<file path="src/rtl/ring_scan_pkg.sv">
// Shared types and constants for the ring-counter digit scanner.
// Segment table is ordered {g,f,e,d,c,b,a}, active-high.
package ring_scan_pkg;

   typedef enum logic [1:0] {
      IDLE  = 2'd0,
      TRACK = 2'd1,
      FAULT = 2'd2
   } scan_state_t;

   localparam logic [3:0] PHASE_START = 4'b0001;
   localparam logic [3:0] PHASE_LAST  = 4'b1000;

   localparam logic [6:0] SEG_TABLE [16] = '{
      7'h3f, 7'h06, 7'h5b, 7'h4f, 7'h66, 7'h6d, 7'h7d, 7'h07,
      7'h7f, 7'h6f, 7'h77, 7'h7c, 7'h39, 7'h5e, 7'h79, 7'h71
   };

   function automatic logic [3:0] rotl(input logic [3:0] v);
      return {v[2:0], v[3]};
   endfunction

endpackage

</file>
<file path="src/rtl/ring_digit_scanner_hex7seg.sv">
// Combinational hex-to-seven-segment decoder.
module hex7seg
   import ring_scan_pkg::*;
(
   input  logic [3:0] val,
   output logic [6:0] seg
);

   assign seg = SEG_TABLE[val];

endmodule

</file>
<file path="src/rtl/ring_digit_scanner.sv">
// Drives a 4-digit multiplexed display from a one-hot ring phase and
// supervises the ring sequence (faults, stalls, completed rotations).
module ring_digit_scanner
   import ring_scan_pkg::*;
#(
   parameter int STALL_CYCLES = 8,
   parameter int CNT_W        = 8
) (
   input  logic             clk,
   input  logic             reset,
   input  logic [3:0]       phase,
   input  logic [15:0]      digits,
   output logic [3:0]       an,
   output logic [6:0]       seg,
   output logic             err,
   output logic             stall,
   output logic [CNT_W-1:0] rotations
);

   localparam logic [7:0] STALL_MAX = 8'(STALL_CYCLES);

   scan_state_t state;
   logic [3:0]  prev;
   logic [7:0]  stall_cnt;
   logic [3:0]  sel_digit;
   logic [6:0]  seg_dec;

   // Non-one-hot phases never reach the display, so their mux value is moot.
   always_comb begin
      sel_digit = digits[3:0];
      case (phase)
         4'b0010: sel_digit = digits[7:4];
         4'b0100: sel_digit = digits[11:8];
         4'b1000: sel_digit = digits[15:12];
         default: sel_digit = digits[3:0];
      endcase
   end

   hex7seg u_dec (
      .val(sel_digit),
      .seg(seg_dec)
   );

   always_ff @(posedge clk or posedge reset) begin
      if (reset) begin
         state     <= IDLE;
         prev      <= 4'b0000;
         stall_cnt <= 8'd0;
         an        <= 4'b0000;
         seg       <= 7'b0000000;
         err       <= 1'b0;
         stall     <= 1'b0;
         rotations <= '0;
      end else begin
         an  <= 4'b0000;
         seg <= 7'b0000000;
         case (state)
            IDLE: begin
               if (phase == PHASE_START) begin
                  state     <= TRACK;
                  prev      <= phase;
                  stall_cnt <= 8'd0;
                  an        <= phase;
                  seg       <= seg_dec;
               end
            end
            TRACK: begin
               if (phase == prev) begin
                  if (stall_cnt != STALL_MAX)
                     stall_cnt <= stall_cnt + 8'd1;
                  stall <= (stall_cnt >= STALL_MAX - 8'd1);
                  an    <= phase;
                  seg   <= seg_dec;
               end else if (phase == rotl(prev)) begin
                  stall_cnt <= 8'd0;
                  stall     <= 1'b0;
                  prev      <= phase;
                  an        <= phase;
                  seg       <= seg_dec;
                  if (prev == PHASE_LAST)
                     rotations <= rotations + CNT_W'(1);
               end else begin
                  state     <= FAULT;
                  err       <= 1'b1;
                  stall     <= 1'b0;
                  stall_cnt <= 8'd0;
               end
            end
            FAULT: begin
               stall_cnt <= 8'd0;
               stall     <= 1'b0;
               if (phase == PHASE_START) begin
                  state <= TRACK;
                  prev  <= phase;
                  an    <= phase;
                  seg   <= seg_dec;
               end
            end
            default: state <= IDLE;
         endcase
      end
   end

endmodule

</file>
<file path="config.mk">
export PLATFORM = sky130hd
export DESIGN_NAME = ring_digit_scanner
export DESIGN_NICKNAME = d
export VERILOG_FILES = /design/src/rtl/ring_scan_pkg.sv /design/src/rtl/ring_digit_scanner_hex7seg.sv /design/src/rtl/ring_digit_scanner.sv
export SDC_FILE = /design/constraint.sdc
export NUM_CORES = 1
export LEC_CHECK = 0
export ABC_CLOCK_PERIOD_IN_PS = 2100
export CAP_MARGIN = 20
export CORE_ASPECT_RATIO = 1.2
export CORE_MARGIN = 5
export CORE_UTILIZATION = 52
export CTS_CLUSTER_DIAMETER = 120
export DETAILED_ROUTE_END_ITERATION = 10
export HOLD_SLACK_MARGIN = 0.06
export PLACE_DENSITY = 0.8
export SLEW_MARGIN = 10
export SYNTH_ARGS = -nofsm -noshare
export SYNTH_HDL_FRONTEND = slang
export SYNTH_SLANG_ARGS = --single-unit
</file>
<file path="constraint.sdc">
create_clock -name clk -period 2.1 [get_ports clk]
set_input_delay 0.42 -clock clk [delete_from_list [all_inputs] [get_ports clk]]
set_output_delay 0.42 -clock clk [all_outputs]
set_load 0.03 [all_outputs]
</file>
==> reports/results.tsv, run 1 <==
metric	value	unit
met3 WL	254	µm
drt pass-1 iters	4	
Worst Hold Slack	0.471	ns
ys flop type	dfrtp_1	
CTS H-tree depth	2	
ys async rst share	1.00	
endpoints failing setup	0	
R2R depth	8	
CTS tree	done	
share of post-route cells with drive strength above 1	0.297	
Num CTS Buffers	5	
setup repair after global routing missed its margin	yes	
outcome	finished, final reports clean	
Final ANT Viol Nets	0	
Critical Path AT	2.21	ns
Buf/Inv on CP	4	
Reg2Reg Setup Slack	0.23	ns
Met1 Wirelength	2.08	mm
Largest stage delay, worst path	0.44	ns
Worst setup EP type	register	
wire length per cell	14.8	µm
Worst Hold Launch	err	
Mapped Cells	203	
Post-Syn Area	0.00221	mm²
largest net degree at the start of global routing	36	
Root Driver	clkbuf_8	
Vert. Die Dim	81.4	µm
total routed wirelength	5.17	mm
PD cells	869	mW/mm²
Clock transition at path regs	0.07	ns
Post-synth EDFFs	0	
fmax	0.483	GHz
sequential cell area fraction in the yosys report	0.397	
Placed Instances	339	
Final Critical Period	2.07	ns
Hold Fails Final Rpt	0	
critical path class	input port to register	
Fin Clk Skew	0.00365	ns
RR Endpoint	stall_cnt[1]	
CTS max path bufs	2	
worst relative slew slack	0.658	
routability congestion estimate	0.859	
via count	1880	
# port buffers	42	
Seq cells post-synth	35	
syn nets	238	
Max VDD drop	0.380	mV
slowest library cell on the worst path	a222oi_1	
first-pass GRT wire length	8.63	mm
metal2 WL	2.77	mm
hpwl dp	3.88	mm
cell family with most CP delay	compound AO/OA/AOI/OAI gates	
post-route insts no fill	349	
fin nets	327	
Worst Hold Class	register to register	
Vias per Instance	5.39	
site row count	26	
post-synth cell types	54	
Post-Syn Area per Cell	10.9	µm²
CP dominant cell by count	buf_6	
actual slew at the worst max-slew pin	0.511	ns
crit-path max FO	4	
startpoint class of the critical path	input port	
Final Util	0.759	
vias in the first global route	1970	
Ys Warns	0	
total grt overflow	0	
core area	0.00420	mm²
reg2reg start	state[1]	
Total Routing Usage GR	0.190	
synthesis-to-finish area growth	44.2	%
Tot Pwr	2770	µW
Worst Hold End	err	
Max Slew Vio Count	0	
Leak	0.00145	µW
DRC violations left	0	
crit-path cells	buf_6 -> buf_6 -> o21ai_4 -> o311ai_4 -> a222oi_1 -> inv_1 -> buf_4 -> ha_1 -> mux2i_1 -> a221oi_1	
Detailed Route Iter0 Violations	101	
WHS Path Cells	1	
max cap viols	0	
Initial Util	0.526	
final worst-path cycle share	0.986	
Worst Path Required	2.24	ns
Ant. Diodes	0	
initial antenna violation count	0	
die area	0.00566	mm²
Clock Sinks	35	
IO Count	43	
Die W	69.5	µm
Skew-Pair Late Insertion Delay	0.29	ns
uppermost layer routed	met4	
-- worst max-delay path by stage --
stage	from	end	slack (ns)	depth (start not counted)
floorplan	phase[1]	seg[6]	-0.35	8
global placement	phase[2]	seg[6]	-0.66	9
detailed placement	phase[2]	seg[6]	-0.71	9
CTS	phase[0]	seg[6]	0.01	8
global route	phase[1]	seg[1]	-0.09	10
finish	phase[1]	seg[1]	0.03	10
-- cells in the final DEF (no fill, tap or decap), drive strengths merged, types with 2 or more instances in the layout --
cell type / synthesis / final
buf: 6 / 49
dfrtp: 35 / 35
clkdlybuf4s50: 0 / 34
inv: 17 / 17
nor2: 15 / 15
xnor2: 13 / 13
ha: 13 / 13
xor2: 9 / 9
a21oi: 8 / 8
and2: 6 / 6
mux2: 6 / 6
nand4: 5 / 5
clkbuf: 0 / 5
dlygate4sd2: 0 / 5
a221oi: 5 / 5
nand2: 4 / 4
o211ai: 4 / 4
mux2i: 4 / 4
o2111ai: 4 / 4
nor3: 4 / 4
a22o: 4 / 4
nor4: 4 / 4
o21ai: 4 / 4
and3: 3 / 3
nand3: 3 / 3
nor3b: 3 / 3
nor4b: 3 / 3
and2b: 2 / 2
a222oi: 2 / 2
and3b: 2 / 2
a311oi: 2 / 2
bufinv: 0 / 2
o211a: 2 / 2
-- power by group --
| group | leakage [µW] | switching, µW | internal (µW) |
|---|---|---|---|
| Combinational | 0.000917 | 564 | 592 |
| Sequential | 0.000471 | 108 | 775 |
| Clock | 0.0000644 | 256 | 474 |
-- sequential cells by signal, summed over array words and instances, names as in the netlist --
register	count
err	1
prev	4
stall	1
an	4
stall_cnt	8
rotations	8
state	2
seg	7
-- synth_stat cells (all sizes together), types with 2 or more instances --
cell type,instances,area [µm²]
a21oi,8,40.0
a311oi,2,17.5
nor3b,3,33.8
nand3,3,15.0
o21ai,4,20.0
nand2,4,15.0
nor2,15,56.3
nor3,4,20.0
nor4b,3,47.5
inv,17,63.8
a222oi,2,20.0
a221oi,5,56.3
nor4,4,46.3
a22o,4,38.8
and3,3,18.8
dfrtp,35,876
o211a,2,20.0
ha,13,163
mux2,6,71.3
and2b,2,20.0
and2,6,38.8
xor2,9,78.8
o211ai,4,30.0
and3b,2,20.0
nand4,5,31.3
xnor2,13,114
mux2i,4,40.0
buf,6,46.3
o2111ai,4,35.0
-- through the flow --
step                      TNS [ns]  worst slack (ns)  cell area (µm²)
after floorplan              -1.64            -0.348             2230
after global placement      -14.93            -0.655             3000
after detailed placement    -15.88            -0.712             3000
after CTS                        0            0.0134             3160
after global routing        -0.253           -0.0868             3180
final                            0            0.0298             3180
-- layout make-up --
class                      instances  area, µm²
multi-input combinational        145       1260
fill                             290       1010
inverter                          17       63.8
tap                               56       70.1
timing repair buffer              88        777
clock inverter                     3       67.6
sequential                        35        876
clock buffer                       5       68.8
-- timing repair --
| item | 4_1_cts | 5_1_grt |
|---|---|---|
| setup endpoints to repair | 32 | 5 |
| hold endpoints to repair | 0 | 0 |
| resized for setup | 22 | 7 |
| hold buffers | 0 | 0 |
| setup buffers | 1 | 1 |
| pin swaps | 8 | 7 |
-- cell families after synthesis --
kind of cell             synth area share
AND/OR/NAND/NOR                     0.175
flip-flops                          0.397
AO/OA/AOI/OAI                       0.167
multiplexers                       0.0504
buffers and inverters              0.0499
adder cells (fa/ha/maj)            0.0737
XOR/XNOR                           0.0873
-- layer usage --
| layer | vias up | global-route usage |
|---|---|---|
| li1 | 919 | - |
| met1 | 902 | 0.205 |
| met2 | 54 | 0.373 |
| met3 | 5 | 0.0408 |
| met4 | 0 | 0.0527 |
| met5 | - | 0 |
Note: power is estimated with default switching activity, not from simulation.
==> inputs of run 2 (changes only) <==
--- a/config.mk
+++ b/config.mk
@@ -14,6 +14,8 @@
 export DETAILED_ROUTE_END_ITERATION = 10
 export HOLD_SLACK_MARGIN = 0.06
 export PLACE_DENSITY = 0.8
+export RECOVER_POWER = 50
+export SKIP_CTS_REPAIR_TIMING = 1
 export SLEW_MARGIN = 10
 export SYNTH_ARGS = -nofsm -noshare
 export SYNTH_HDL_FRONTEND = slang
==> reports/results.tsv, run 2 (synthesis gave the netlist of run 1 again) <==
metric	value	unit
Worst Hold Slack	0.472	ns
Leak	0.00152	µW
Vias per Instance	5.29	
total grt overflow	0	
max cap viols	0	
RR Endpoint	stall_cnt[1]	
Root Driver	clkbuf_8	
Max Slew Vio Count	0	
register area	876	µm²
hpwl dp	3.88	mm
initial antenna violation count	0	
final worst-path cycle share	0.997	
fin nets	327	
setup repair after global routing missed its margin	yes	
Total Routing Usage GR	0.187	
Critical Path AT	2.29	ns
DRC violations left	0	
slowest library cell on the worst path	a222oi_1	
fmax	0.477	GHz
most frequent cells in the layout	buf_4 (42), dfrtp_1 (35), clkdlybuf4s50_1 (26), inv_1 (16), nor2_1 (15)	
Die W	69.5	µm
CTS H-tree depth	2	
commonest non-fill, non-tap cell in the layout	buf_4	
Final Critical Period	2.09	ns
drt pass-1 iters	5	
first-pass GRT wire length	8.50	mm
routability congestion estimate	0.859	
Vert. Die Dim	81.4	µm
worst relative slew slack	0.434	
CTS tree	done	
crit-path cells	buf_8 -> buf_6 -> o21ai_4 -> o311ai_4 -> a222oi_1 -> inv_1 -> ha_4 -> mux2_4 -> a221oi_2	
Worst setup EP type	register	
Skew-Pair Late Insertion Delay	0.29	ns
Clock transition at path regs	0.07	ns
Worst Hold End	err	
Detailed Route Iter0 Violations	97	
Fin Clk Skew	0.00337	ns
Hold Fails Final Rpt	0	
outcome	finished, final reports clean	
Largest stage delay, worst path	0.46	ns
startpoint class of the critical path	input port	
Reg2Reg Setup Slack	0.23	ns
IO Count	43	
total routed wirelength	5.05	mm
area taken by multi-input logic gates	0.00126	mm²
R2R depth	8	
via count	1847	
synthesis-to-finish area growth	45.4	%
reg2reg start	state[1]	
endpoints failing setup	0	
Num CTS Buffers	5	
core area	0.00420	mm²
wire length per cell	14.5	µm
fillers	274	
Initial Util	0.526	
WHS Path Cells	1	
crit-path max FO	4	
die area	0.00566	mm²
dpl cell area	0.00300	mm²
Ant. Diodes	0	
worst setup margin	0.00569	ns
CTS max path bufs	2	
actual slew at the worst max-slew pin	0.849	ns
Worst Hold Class	register to register	
post-route cell area	0.00321	mm²
critical path class	input port to register	
# port buffers	42	
Clock Sinks	35	
PD cells	861	mW/mm²
site row count	26	
biggest regs	rotations (8), stall_cnt (8), seg (7)	
Max VDD drop	0.379	mV
vias in the first global route	1955	
largest net degree at the start of global routing	36	
share of post-route cells with drive strength above 1	0.294	
Worst Hold Launch	err	
Final ANT Viol Nets	0	
Worst Path Required	2.29	ns
pre-CTS WS	-0.712	ns
[run 2: power breakdown]
part	leakage (µW)	internal [µW]	switching [µW]
registers	0.000471	775	106
clock network	0.0000644	474	259
logic	0.000990	590	562
total	0.00152	1840	927
[run 2: worst max path at each step]
stage / to / cells past startpoint / from / slack [ns]
4_1_cts: seg[6] / 9 / phase[2] / -0.42
2_1_floorplan: seg[6] / 8 / phase[1] / -0.35
3_5_place_dp: seg[6] / 9 / phase[2] / -0.71
3_3_place_gp: seg[6] / 9 / phase[2] / -0.66
6_report: seg[6] / 9 / phase[2] / 0.006
5_1_grt: seg[6] / 9 / phase[2] / -0.10
[run 2: critical path, delay by kind of cell]
family,cells,cell delay (ns)
mux,1,0.27
compound gates,4,1.03
fa+ha+maj,1,0.19
buf+inv,3,0.38
[run 2: layout make-up]
| type | instances | share of cell area |
|---|---|---|
| inverters | 17 | 0.0199 |
| multi-input cells | 145 | 0.393 |
| clock buffers | 5 | 0.0214 |
| clock inverters | 3 | 0.0210 |
| flip-flops and latches | 35 | 0.273 |
| repair buffers | 88 | 0.250 |
| well taps | 56 | 0.0218 |
[run 2: metrics by stage]
step                      setup TNS, ns  total power (µW)  instances   util
final                                 0              2770        349  0.765
after floorplan                   -1.64              1550        203      -
after global placement           -14.93              1990        339  0.715
after global routing             -0.349              2930        349  0.765
after CTS                         -5.67              2770        347  0.748
after detailed placement         -15.88              2030        339  0.715
[run 2: layer usage]
layer  up-vias  track usage  wire, µm
met3         5       0.0408       220
met2        46        0.370      2750
met4         0       0.0527        66
met1       880        0.199      2010
met5         -            0         0
li1        916            -         -
